`config.mk`:
```
export PLATFORM = sky130hd
export DESIGN_NAME = cla_pipe_adder
export DESIGN_NICKNAME = d
export VERILOG_FILES = /design/src/rtl/cla_pkg.sv /design/src/rtl/cla_group.sv /design/src/rtl/cla_pipe_adder.sv
export SDC_FILE = /design/constraint.sdc
export NUM_CORES = 1
export LEC_CHECK = 0
export CAP_MARGIN = 20
export CORE_MARGIN = 1.5
export CORE_UTILIZATION = 45
export DETAILED_ROUTE_END_ITERATION = 7
export HOLD_SLACK_MARGIN = 0.12
export PLACE_DENSITY = 0.78
export SETUP_SLACK_MARGIN = 0.02
export SYNTH_ARGS = -nofsm -noshare
export SYNTH_HDL_FRONTEND = slang
export SYNTH_SLANG_ARGS = --single-unit
```
`constraint.sdc`:
```
create_clock -name clk -period 2.5 [get_ports clk]
set_input_delay 0.625 -clock clk [delete_from_list [all_inputs] [get_ports clk]]
set_output_delay 0.625 -clock clk [all_outputs]
set_load 0.05 [all_outputs]
```
`src/rtl/cla_pkg.sv`:
```
// Shared types and helpers for the pipelined carry-lookahead adder.
package cla_pkg;

    typedef enum logic [1:0] {
        ModeAdd = 2'b00,
        ModeSub = 2'b01,
        ModeAcc = 2'b10,
        ModeClr = 2'b11
    } cla_mode_t;

    // Number of lookahead groups; a zero group size is rejected by cfg_ok.
    function automatic int unsigned ng(input int unsigned width, input int unsigned group);
        return (group == 0) ? 1 : width / group;
    endfunction

    // Elaboration check: width of at least 2, split into whole groups.
    function automatic bit cfg_ok(input int unsigned width, input int unsigned group);
        return (width >= 2) && (group != 0) && ((width % group) == 0);
    endfunction

endpackage

```
`src/rtl/cla_group.sv`:
```
// One GROUP-bit carry-lookahead slice: sum bits, group P/G and the carry into its MSB.
module cla_group #(
    parameter int unsigned GROUP = 4
) (
    input  logic [GROUP-1:0] x,
    input  logic [GROUP-1:0] y,
    input  logic             cin,
    output logic [GROUP-1:0] sum,
    output logic             grp_p,
    output logic             grp_g,
    output logic             c_msb
);

    logic [GROUP-1:0] p;
    logic [GROUP-1:0] g;
    logic [GROUP-1:0] c;

    assign p = x ^ y;
    assign g = x & y;

    // Group propagate/generate; kept apart from the carries so they never depend on cin.
    always_comb begin
        logic t;
        grp_p = &p;
        grp_g = 1'b0;
        for (int j = 0; j < int'(GROUP); j++) begin
            t = g[j];
            for (int k = j + 1; k < int'(GROUP); k++) begin
                t = t & p[k];
            end
            grp_g = grp_g | t;
        end
    end

    // Per-bit carries as flat sum-of-products (lookahead, no ripple inside the group).
    always_comb begin
        logic t;
        for (int i = 0; i < int'(GROUP); i++) begin
            t = cin;
            for (int k = 0; k < i; k++) begin
                t = t & p[k];
            end
            c[i] = t;
            for (int j = 0; j < i; j++) begin
                t = g[j];
                for (int k = j + 1; k < i; k++) begin
                    t = t & p[k];
                end
                c[i] = c[i] | t;
            end
        end
    end

    assign sum   = p ^ c;
    assign c_msb = c[GROUP-1];

endmodule

```
`src/rtl/cla_pipe_adder.sv`:
```
// Two-stage pipelined carry-lookahead adder/accumulator with valid/ready on both sides.
// S1 holds the effective operands, S2 holds the registered result.
// Optional feature: define CLA_SATURATE_EN to clamp overflowing results to signed max/min.
module cla_pipe_adder
    import cla_pkg::*;
#(
    parameter int unsigned WIDTH = 8,
    parameter int unsigned GROUP = 4
) (
    input  logic                         clk,
    input  logic                         rst_n,
    input  logic                         in_valid,
    output logic                         in_ready,
    input  logic [WIDTH-1:0]             a,
    input  logic [WIDTH-1:0]             b,
    input  logic                         cin,
    input  logic [1:0]                   mode,
    output logic                         out_valid,
    input  logic                         out_ready,
    output logic [WIDTH-1:0]             sum,
    output logic                         cout,
    output logic                         ovf,
    output logic [ng(WIDTH, GROUP)-1:0]  grp_p,
    output logic [ng(WIDTH, GROUP)-1:0]  grp_g
);

    localparam int unsigned NG    = ng(WIDTH, GROUP);
    localparam bit          CfgOk = cfg_ok(WIDTH, GROUP);

    if (!CfgOk) begin : g_cfg_err
        $error("cla_pipe_adder: WIDTH must be >= 2 and a multiple of GROUP");
    end

    logic             s1_valid_q, s1_valid_d;
    logic             s1_wacc_q, s1_wacc_d;
    logic [WIDTH-1:0] s1_x_q, s1_x_d;
    logic [WIDTH-1:0] s1_y_q, s1_y_d;
    logic             s1_cin_q, s1_cin_d;

    logic             out_valid_q, out_valid_d;
    logic [WIDTH-1:0] sum_q, sum_d;
    logic             cout_q, cout_d;
    logic             ovf_q, ovf_d;
    logic [NG-1:0]    grp_p_q, grp_p_d;
    logic [NG-1:0]    grp_g_q, grp_g_d;
    logic [WIDTH-1:0] acc_q, acc_d;

    logic             advance;
    logic             accept;
    logic [NG-1:0]    gp, gg, grp_c, c_msb;
    logic [WIDTH-1:0] sum_raw, sum_res;
    logic             cout_res, ovf_res;
    logic             unused_c_msb;

    // An acc-writing op in S1 blocks new beats until it has updated acc.
    assign advance  = s1_valid_q && (!out_valid_q || out_ready);
    assign in_ready = !s1_valid_q || (advance && !s1_wacc_q);
    assign accept   = in_valid && in_ready;

    // Form effective operands at accept; otherwise hold or drain S1.
    always_comb begin
        s1_valid_d = s1_valid_q;
        s1_wacc_d  = s1_wacc_q;
        s1_x_d     = s1_x_q;
        s1_y_d     = s1_y_q;
        s1_cin_d   = s1_cin_q;
        if (accept) begin
            s1_valid_d = 1'b1;
            s1_wacc_d  = 1'b0;
            s1_x_d     = a;
            s1_y_d     = b;
            s1_cin_d   = cin;
            case (cla_mode_t'(mode))
                ModeSub: begin
                    s1_y_d   = ~b;
                    s1_cin_d = 1'b1;
                end
                ModeAcc: begin
                    s1_y_d    = acc_q;
                    s1_wacc_d = 1'b1;
                end
                ModeClr: begin
                    s1_x_d    = '0;
                    s1_y_d    = '0;
                    s1_cin_d  = 1'b0;
                    s1_wacc_d = 1'b1;
                end
                default: ;
            endcase
        end else if (advance) begin
            s1_valid_d = 1'b0;
        end
    end

    for (genvar k = 0; k < NG; k++) begin : g_grp
        cla_group #(
            .GROUP (GROUP)
        ) u_grp (
            .x     (s1_x_q[k*GROUP +: GROUP]),
            .y     (s1_y_q[k*GROUP +: GROUP]),
            .cin   (grp_c[k]),
            .sum   (sum_raw[k*GROUP +: GROUP]),
            .grp_p (gp[k]),
            .grp_g (gg[k]),
            .c_msb (c_msb[k])
        );
    end

    // Only the top group's MSB carry feeds overflow.
    assign unused_c_msb = ^c_msb;

    // Group carries ripple from one slice to the next.
    always_comb begin
        logic c;
        c = s1_cin_q;
        for (int k = 0; k < int'(NG); k++) begin
            grp_c[k] = c;
            c        = gg[k] | (gp[k] & c);
        end
        cout_res = c;
    end

    // Overflow and optional clamping of the raw sum.
    always_comb begin
        sum_res = sum_raw;
        ovf_res = c_msb[NG-1] ^ cout_res;
`ifdef CLA_SATURATE_EN
        if (ovf_res) begin
            sum_res = s1_x_q[WIDTH-1] ? {1'b1, {(WIDTH-1){1'b0}}} : {1'b0, {(WIDTH-1){1'b1}}};
        end
`endif
    end

    // S2 captures the result on advance and empties when the consumer takes it.
    always_comb begin
        out_valid_d = out_valid_q;
        sum_d       = sum_q;
        cout_d      = cout_q;
        ovf_d       = ovf_q;
        grp_p_d     = grp_p_q;
        grp_g_d     = grp_g_q;
        if (advance) begin
            out_valid_d = 1'b1;
            sum_d       = sum_res;
            cout_d      = cout_res;
            ovf_d       = ovf_res;
            grp_p_d     = gp;
            grp_g_d     = gg;
        end else if (out_ready) begin
            out_valid_d = 1'b0;
        end
        acc_d = (advance && s1_wacc_q) ? sum_res : acc_q;
    end

    // Stage S1 registers.
    always_ff @(posedge clk or negedge rst_n) begin
        if (!rst_n) begin
            s1_valid_q <= 1'b0;
            s1_wacc_q  <= 1'b0;
            s1_x_q     <= '0;
            s1_y_q     <= '0;
            s1_cin_q   <= 1'b0;
        end else begin
            s1_valid_q <= s1_valid_d;
            s1_wacc_q  <= s1_wacc_d;
            s1_x_q     <= s1_x_d;
            s1_y_q     <= s1_y_d;
            s1_cin_q   <= s1_cin_d;
        end
    end

    // Stage S2 result registers and the accumulator.
    always_ff @(posedge clk or negedge rst_n) begin
        if (!rst_n) begin
            out_valid_q <= 1'b0;
            sum_q       <= '0;
            cout_q      <= 1'b0;
            ovf_q       <= 1'b0;
            grp_p_q     <= '0;
            grp_g_q     <= '0;
            acc_q       <= '0;
        end else begin
            out_valid_q <= out_valid_d;
            sum_q       <= sum_d;
            cout_q      <= cout_d;
            ovf_q       <= ovf_d;
            grp_p_q     <= grp_p_d;
            grp_g_q     <= grp_g_d;
            acc_q       <= acc_d;
        end
    end

    assign out_valid = out_valid_q;
    assign sum       = sum_q;
    assign cout      = cout_q;
    assign ovf       = ovf_q;
    assign grp_p     = grp_p_q;
    assign grp_g     = grp_g_q;

endmodule

```
==> impl_metrics.csv, run 1 <==
group,metric,value,unit
outcome,status,"completed",
route,via_count,1538,
synthesis,syn_nets,224,
sta,maxSlewViolCount,0,
cts,hold_buffers,0,
floorplan,core-area,4690,um2
cts,cts.clk_slew.worst_paths,0.08,ns
setup_path,path_cells,"ha_1, a21oi_1, o221ai_2, ha_1, o21a_1, o22ai_2, xnor2_1, mux2_2",
route,drt_iter0_markers,82,
synthesis,synth_most_common_cell,"dfrtp_1",
floorplan,die_h,72.4,um
route,wl_per_cell,15.5,um
route,drc,0,
cts,clockBufferDepth,2,
sta,tightestPinTransition,0.494,ns
setup_path,cp.required,2.69,ns
cts,cts_num_sinks,42,
finish,fin_nets,269,
min_path,min_path_type,"in2async",
setup_path,cpMostUsedCell,"ha_1",
synthesis,synthArstFlopShare,100,%
synthesis,synth_edf_count,0,
setup_path,critical-path-top-delay-family,"compound AO/OA/AOI/OAI gates",
setup_path,cp_num_buf_inv,0,
power,clkPwrFrac,14.2,%
global_route,grt_usage,19.4,%
cts,root_buffer,"clkbuf_8",
synthesis,synthDominantCellAreaShare,48.4,%
route,drt_wl_total,4.47,mm
power,p_sw_share,42.4,%
synthesis,yosys-top-cells-area,"dfrtp_1 (48%), mux2_2 (9.3%), ha_1 (5.8%)",
sta,fmax,422,MHz
power,power.density,1190,nW/um2
setup_path,startpoint_type,"flip-flop",
cts,clkLatencyLatePin,0.30,ns
global_route,grt_pass1_vias,1584,
global_route,grt_first_pass_wirelength,7.71,mm
synthesis,synthesis.area,2170,um2
synthesis,seq_area_frac_synth,48.4,%
sta,clock_skew,0.00717,ns
route,drt_pre_antenna_iters,4,
cts,cts_htree_levels,2,
sta,layout_min_cycle_time,2.37,ns
synthesis,syn_inst,189,
finish,multi_input_area,1060,um2
sta,setup_viol,0,
setup_path,cp-end-kind,"flip-flop",
synthesis,synth_common_cells,"dfrtp_1 (42), nand2_1 (22), mux2_2 (18), o21ai_0 (17), xnor2_1 (12)",
placement,dpl.hpwl,3.29,mm
cts,post_cts_buffers,0,
synthesis,synth_top_flop_cell,"dfrtp_1",
power,p_seq_share,34.6,%
run,cap_violations,0,
power,pwr-share-comb,51.2,%
finish,antenna_cells,0,
finish,drive_gt1_share,18.7,%
global_route,grt_max_degree,23,
cts,cts_buffers,5,
placement,place_congestion,0.824,
power,p_int,0.00187,W
route,via_per_inst,5.32,
sta,fin_tns_setup,0,ns
sta,whs,0.269,ns
power,power_switching,0.00138,W
cts,cts_tree,"yes",
power,vdd.ir_drop.worst,0.000487,V
synthesis,ys_types,37,
setup_path,slowest_stage,"dfrtp_1",
setup_path,cp_max_fo,5,
floorplan,top_level_ports,39,
global_route,antenna_found_initial,0,
setup_path,cpPeakStageDelay,0.39,ns
sta,hold_viol,0,
sta,fin_crit_sh,94.8,%
finish,area_growth,26.3,%
route,ant_nets,0,
finish,n_fill_cell,391,
setup_path,critical_path_arrival,2.56,ns
floorplan,initial_core_util,46.2,%
floorplan,fp-row-count,25,
floorplan,die_x,72.4,um
finish,seqCellArea,1050,um2
floorplan,die-area,5250,um2
global_route,grt-ovfl-total,0,
synthesis,syn_avg_cell_area,11.5,um2
placement,portBuffers,38,
synthesis,synth-seq-cells,42,
sta,rsz0062_at_grt,"false",
synthesis,ys_warn_count,0,
power,leakagePower,1.26,nW
setup_path,critPathKind,"reg2reg",
sta,relSlewSlack,66.9,%
synthesis,post-synth-top-area-cell,"dfrtp_1",
finish,postLayoutCoreUtil,58.4,%
[worst reg2reg max path: cells and delay by family, from the launching register on]
family | cells | cell delay, ns
AO/OA/AOI/OAI | 4 | 0.89
XOR/XNOR | 1 | 0.11
adder cells (fa/ha/maj) | 2 | 0.60
flip-flops | 1 | 0.39
multiplexers | 1 | 0.26
[worst paths after layout]
check                                       from                  to  slack [ns]  cells past startpoint
setup / recovery           s1_y_q[3]$_DFFE_PN0P_  sum[7]$_DFFE_PN0P_        0.13                      8
hold / removal                             rst_n  sum[6]$_DFFE_PN0P_        0.27                      1
min in group clk              sum[0]$_DFFE_PN0P_  sum[0]$_DFFE_PN0P_        0.49                      2
setup reg to reg           s1_y_q[3]$_DFFE_PN0P_  sum[7]$_DFFE_PN0P_        0.13                      8
hold reg to reg               sum[0]$_DFFE_PN0P_  sum[0]$_DFFE_PN0P_        0.49                      2
max in group asynchronous                  rst_n  sum[0]$_DFFE_PN0P_        1.58                      2
[repair_timing]
item | 4_1_cts | 5_1_grt
setup endpoints to repair | 0 | 2
gates resized for setup | 0 | 1
endpoints found under the hold margin | 0 | 0
[logic make-up (layout without fill, tap and decap cells)]
kind of cell | after synthesis | count (layout) | share of synthesized area [%]
adders and majority gates | 12 | 12 | 7.61
xor gates and xnor gates | 13 | 13 | 5.25
AOI/OAI and AO/OA | 39 | 39 | 12.6
DFF | 42 | 42 | 48.4
buffers and inverters | 14 | 60 | 3.06
and+or+nand+nor | 45 | 45 | 10.9
muxes | 24 | 24 | 12.1
[area by class of cell]
class	instances	area share, %
inverter	6	0.822
timing repair buffer	46	16.3
clock buffer	6	3.01
tap	54	2.47
sequential	42	38.4
clock inverter	2	0.457
multi-input combinational	133	38.6
[power groups by stage]
stage | clock network [W] | logic [W] | registers (W)
final | 0.000461 | 0.00166 | 0.00112
after global routing | 0.000496 | 0.00181 | 0.00116
after CTS | 0.000469 | 0.00166 | 0.00113
after detailed placement | 0 | 0.00165 | 0.00113
after global placement | 0 | 0.00162 | 0.00112
after floorplan | 0 | 0.000798 | 0.00147
[flip-flops by register name (all words and copies together), names as in the netlist, 2 cells and up]
name	count
acc_q	8
grp_g	2
grp_p	2
s1_x_q	8
s1_y_q	8
sum	8
[routing by layer]
metal,share of wire [%],wire length [um],GRT usage (%),up-vias
met5,0,0,0,-
li1,-,-,-,748
met1,49,2180,27.5,747
met2,46,2050,29.0,35
met3,3.3,149,4.58,8
met4,2.0,91,7.55,0
[per-stage QoR]
step / area [um2] / cells / total power, W / worst slack, ns
floorplan: 2170 / 189 / 0.00227 / 0.380
global placement: 2640 / 281 / 0.00274 / 0.254
detailed placement: 2640 / 281 / 0.00278 / 0.150
CTS: 2730 / 289 / 0.00325 / 0.123
global route: 2740 / 289 / 0.00347 / 0.0377
finish: 2740 / 289 / 0.00325 / 0.131
[cells in the final DEF, fill, tap and decap left out, types with 8 or more instances in the layout]
cell type / count
nand4_1: 8
dfrtp_1: 42
buf_4: 8
nand2_1: 22
ha_1: 10
o21ai_0: 17
mux2_2: 18
xnor2_1: 12
clkdlybuf4s50_1: 36
(Power assumes the default switching activity.)
==> run 2: changes to the inputs <==
CAP_MARGIN = default   (was 20)
==> results of run 2 <==
The final DEF is identical to that of run 1; final timing and power are the same.
==> run 3: changes to the inputs <==
CORE_ASPECT_RATIO = 1.4   (was default)
RECOVER_POWER = 100   (was default)
==> run 3 against run 2 <==
Non-clock buffer count is 2 lower. Combinational power is 5% lower. Via count is 1.6% lower. Sequential power hardly changed. Sequential share of layout area is 0.39 points higher. Die area is 0.11% higher. Clock-buffer cell count is 1 higher. Maximum frequency hardly changed. Utilization is 0.93 points higher. Worst hold slack better by 0.22 ns. Largest cell class is now registers. Largest power group unchanged. Highest routed layer unchanged.
==> impl_metrics.csv, run 3 (synthesized netlist as in run 1, its figures left out) <==
group,metric,value,unit
outcome,status,"completed",
setup_path,cp-end-kind,"output pin",
cts,cts_buffers,5,
placement,portBuffers,38,
setup_path,critPathKind,"in2out",
cts,clkLatencyLatePin,0.29,ns
setup_path,cp.required,1.88,ns
route,drt_iter0_markers,28,
sta,clock_skew,0.00647,ns
floorplan,top_level_ports,39,
setup_path,slowest_stage,"dlygate4sd3_1",
route,via_per_inst,5.13,
power,leakagePower,1.25,nW
power,power.density,1180,nW/um2
sta,tightestPinTransition,1.02,ns
finish,drive_gt1_share,15.9,%
route,via_count,1514,
sta,maxSlewViolCount,0,
sta,rsz0062_at_grt,"false",
global_route,grt_max_degree,43,
setup_path,startpoint_type,"input port",
floorplan,fp-row-count,29,
global_route,grt-ovfl-total,0,
sta,relSlewSlack,32.1,%
finish,n_fill_cell,402,
route,wl_per_cell,13.6,um
route,ant_nets,0,
floorplan,core-area,4570,um2
cts,root_buffer,"clkbuf_8",
setup_path,path_cells,"dlygate4sd3_1, nor2b_4, o21ai_4, clkbuf_2",
finish,final_cell_mix,"dfrtp_1 (42), nand2_1 (23), clkdlybuf4s50_1 (20), mux2_2 (18), o21ai_0 (17)",
cts,cts_htree_levels,2,
setup_path,cp_max_fo,3,
global_route,grt_pass1_vias,1458,
route,drt_wl_total,4.00,mm
placement,place_congestion,0.828,
sta,setup_viol,0,
placement,dpl_worst_slack,0.184,ns
sta,hold_viol,0,
global_route,grt_first_pass_wirelength,6.73,mm
finish,postLayoutCoreUtil,59.3,%
floorplan,die_x,61.7,um
run,cap_violations,0,
sta,setup_ws,0.129,ns
sta,layout_min_cycle_time,2.37,ns
cts,cts_tree,"yes",
cts,hold_buffers,0,
placement,dpl.hpwl,3.18,mm
finish,antenna_cells,0,
route,drt_pre_antenna_iters,4,
floorplan,die_h,85.2,um
floorplan,die-area,5250,um2
global_route,grt_usage,17.1,%
finish,multi_input_area,1040,um2
global_route,antenna_found_initial,0,
floorplan,initial_core_util,47.5,%
cts,cts.clk_slew.worst_paths,0.08,ns
power,vdd.ir_drop.worst,0.000550,V
sta,fin_crit_sh,94.8,%
setup_path,critical_path_arrival,1.75,ns
route,drc,0,
finish,fin_nets,267,
sta,fin_tns_setup,0,ns
finish,area_growth,25.0,%
sta,fmax,422,MHz
setup_path,cpPeakStageDelay,0.59,ns
cts,clockBufferDepth,2,
finish,layout_commonest_cell,"dfrtp_1",
cts,cts_num_sinks,42,
finish,seqCellArea,1050,um2
min_path,min_path_type,"reg2reg",
## run 3: changes by cell type in the layout (fill, tap and decap cells not counted), moves of 2 or more
cell,delta
clkdlybuf4s50_1,-16
dlygate4sd3_1,+16
buf_4,-3
clkbuf_1,+3
clkbuf_2,+2
## run 3: power by group
group	switching [W]	internal [W]
Sequential	0.000161	0.000952
Clock	0.000214	0.000299
Combinational	0.000939	0.000629
Total	0.00131	0.00188
## run 3: layout make-up
class,count,area share [%]
clock buffer,7,2.81
clock inverter,1,1.11
inverter,6,0.830
multi-input combinational,133,38.5
sequential,42,38.7
tap,62,2.86
timing repair buffer,44,15.2
## run 3: stage by stage
step                      power [W]  cells  instance area, um2  hold slack, ns
after global routing        0.00340    295                2710           0.513
after global placement      0.00272    287                2630           0.463
after floorplan             0.00227    189                2170           0.329
after detailed placement    0.00276    287                2630           0.477
final                       0.00319    295                2710           0.488
after CTS                   0.00328    295                2740           0.493
## run 3: routing by layer
layer	up-vias	wire length, um	global-route usage, %
li1	745	-	-
met1	725	1810	23.7
met2	40	2010	25.6
met3	4	127	3.66
met4	0	49	6.96
met5	-	0	0
## run 3: critical path: cells and delay by family
family	cells	cell delay, ns
AOI/OAI and AO/OA	1	0.16
buffers and inverters	2	0.89
and+or+nand+nor	1	0.07
## run 3: worst paths after layout
path | from | to | slack [ns] | cells past startpoint
worst max-delay path | out_ready | in_ready | 0.13 | 4
worst min-delay path | grp_g[1]$_DFFE_PN0P_ | grp_g[1]$_DFFE_PN0P_ | 0.49 | 1
max in group asynchronous | rst_n | s1_x_q[2]$_DFFE_PN0P_ | 1.38 | 1
worst min register to register | grp_g[1]$_DFFE_PN0P_ | grp_g[1]$_DFFE_PN0P_ | 0.49 | 1
min in group asynchronous | rst_n | s1_y_q[0]$_DFFE_PN0P_ | 0.50 | 1
worst max register to register | s1_y_q[1]$_DFFE_PN0P_ | sum[7]$_DFFE_PN0P_ | 0.24 | 8
## run 3: repair_timing
action | CTS | global route
hold endpoints to repair | 0 | 0
buffers inserted | 0 | 0
endpoints found under the setup margin | 0 | 3
resized for setup | 0 | 1
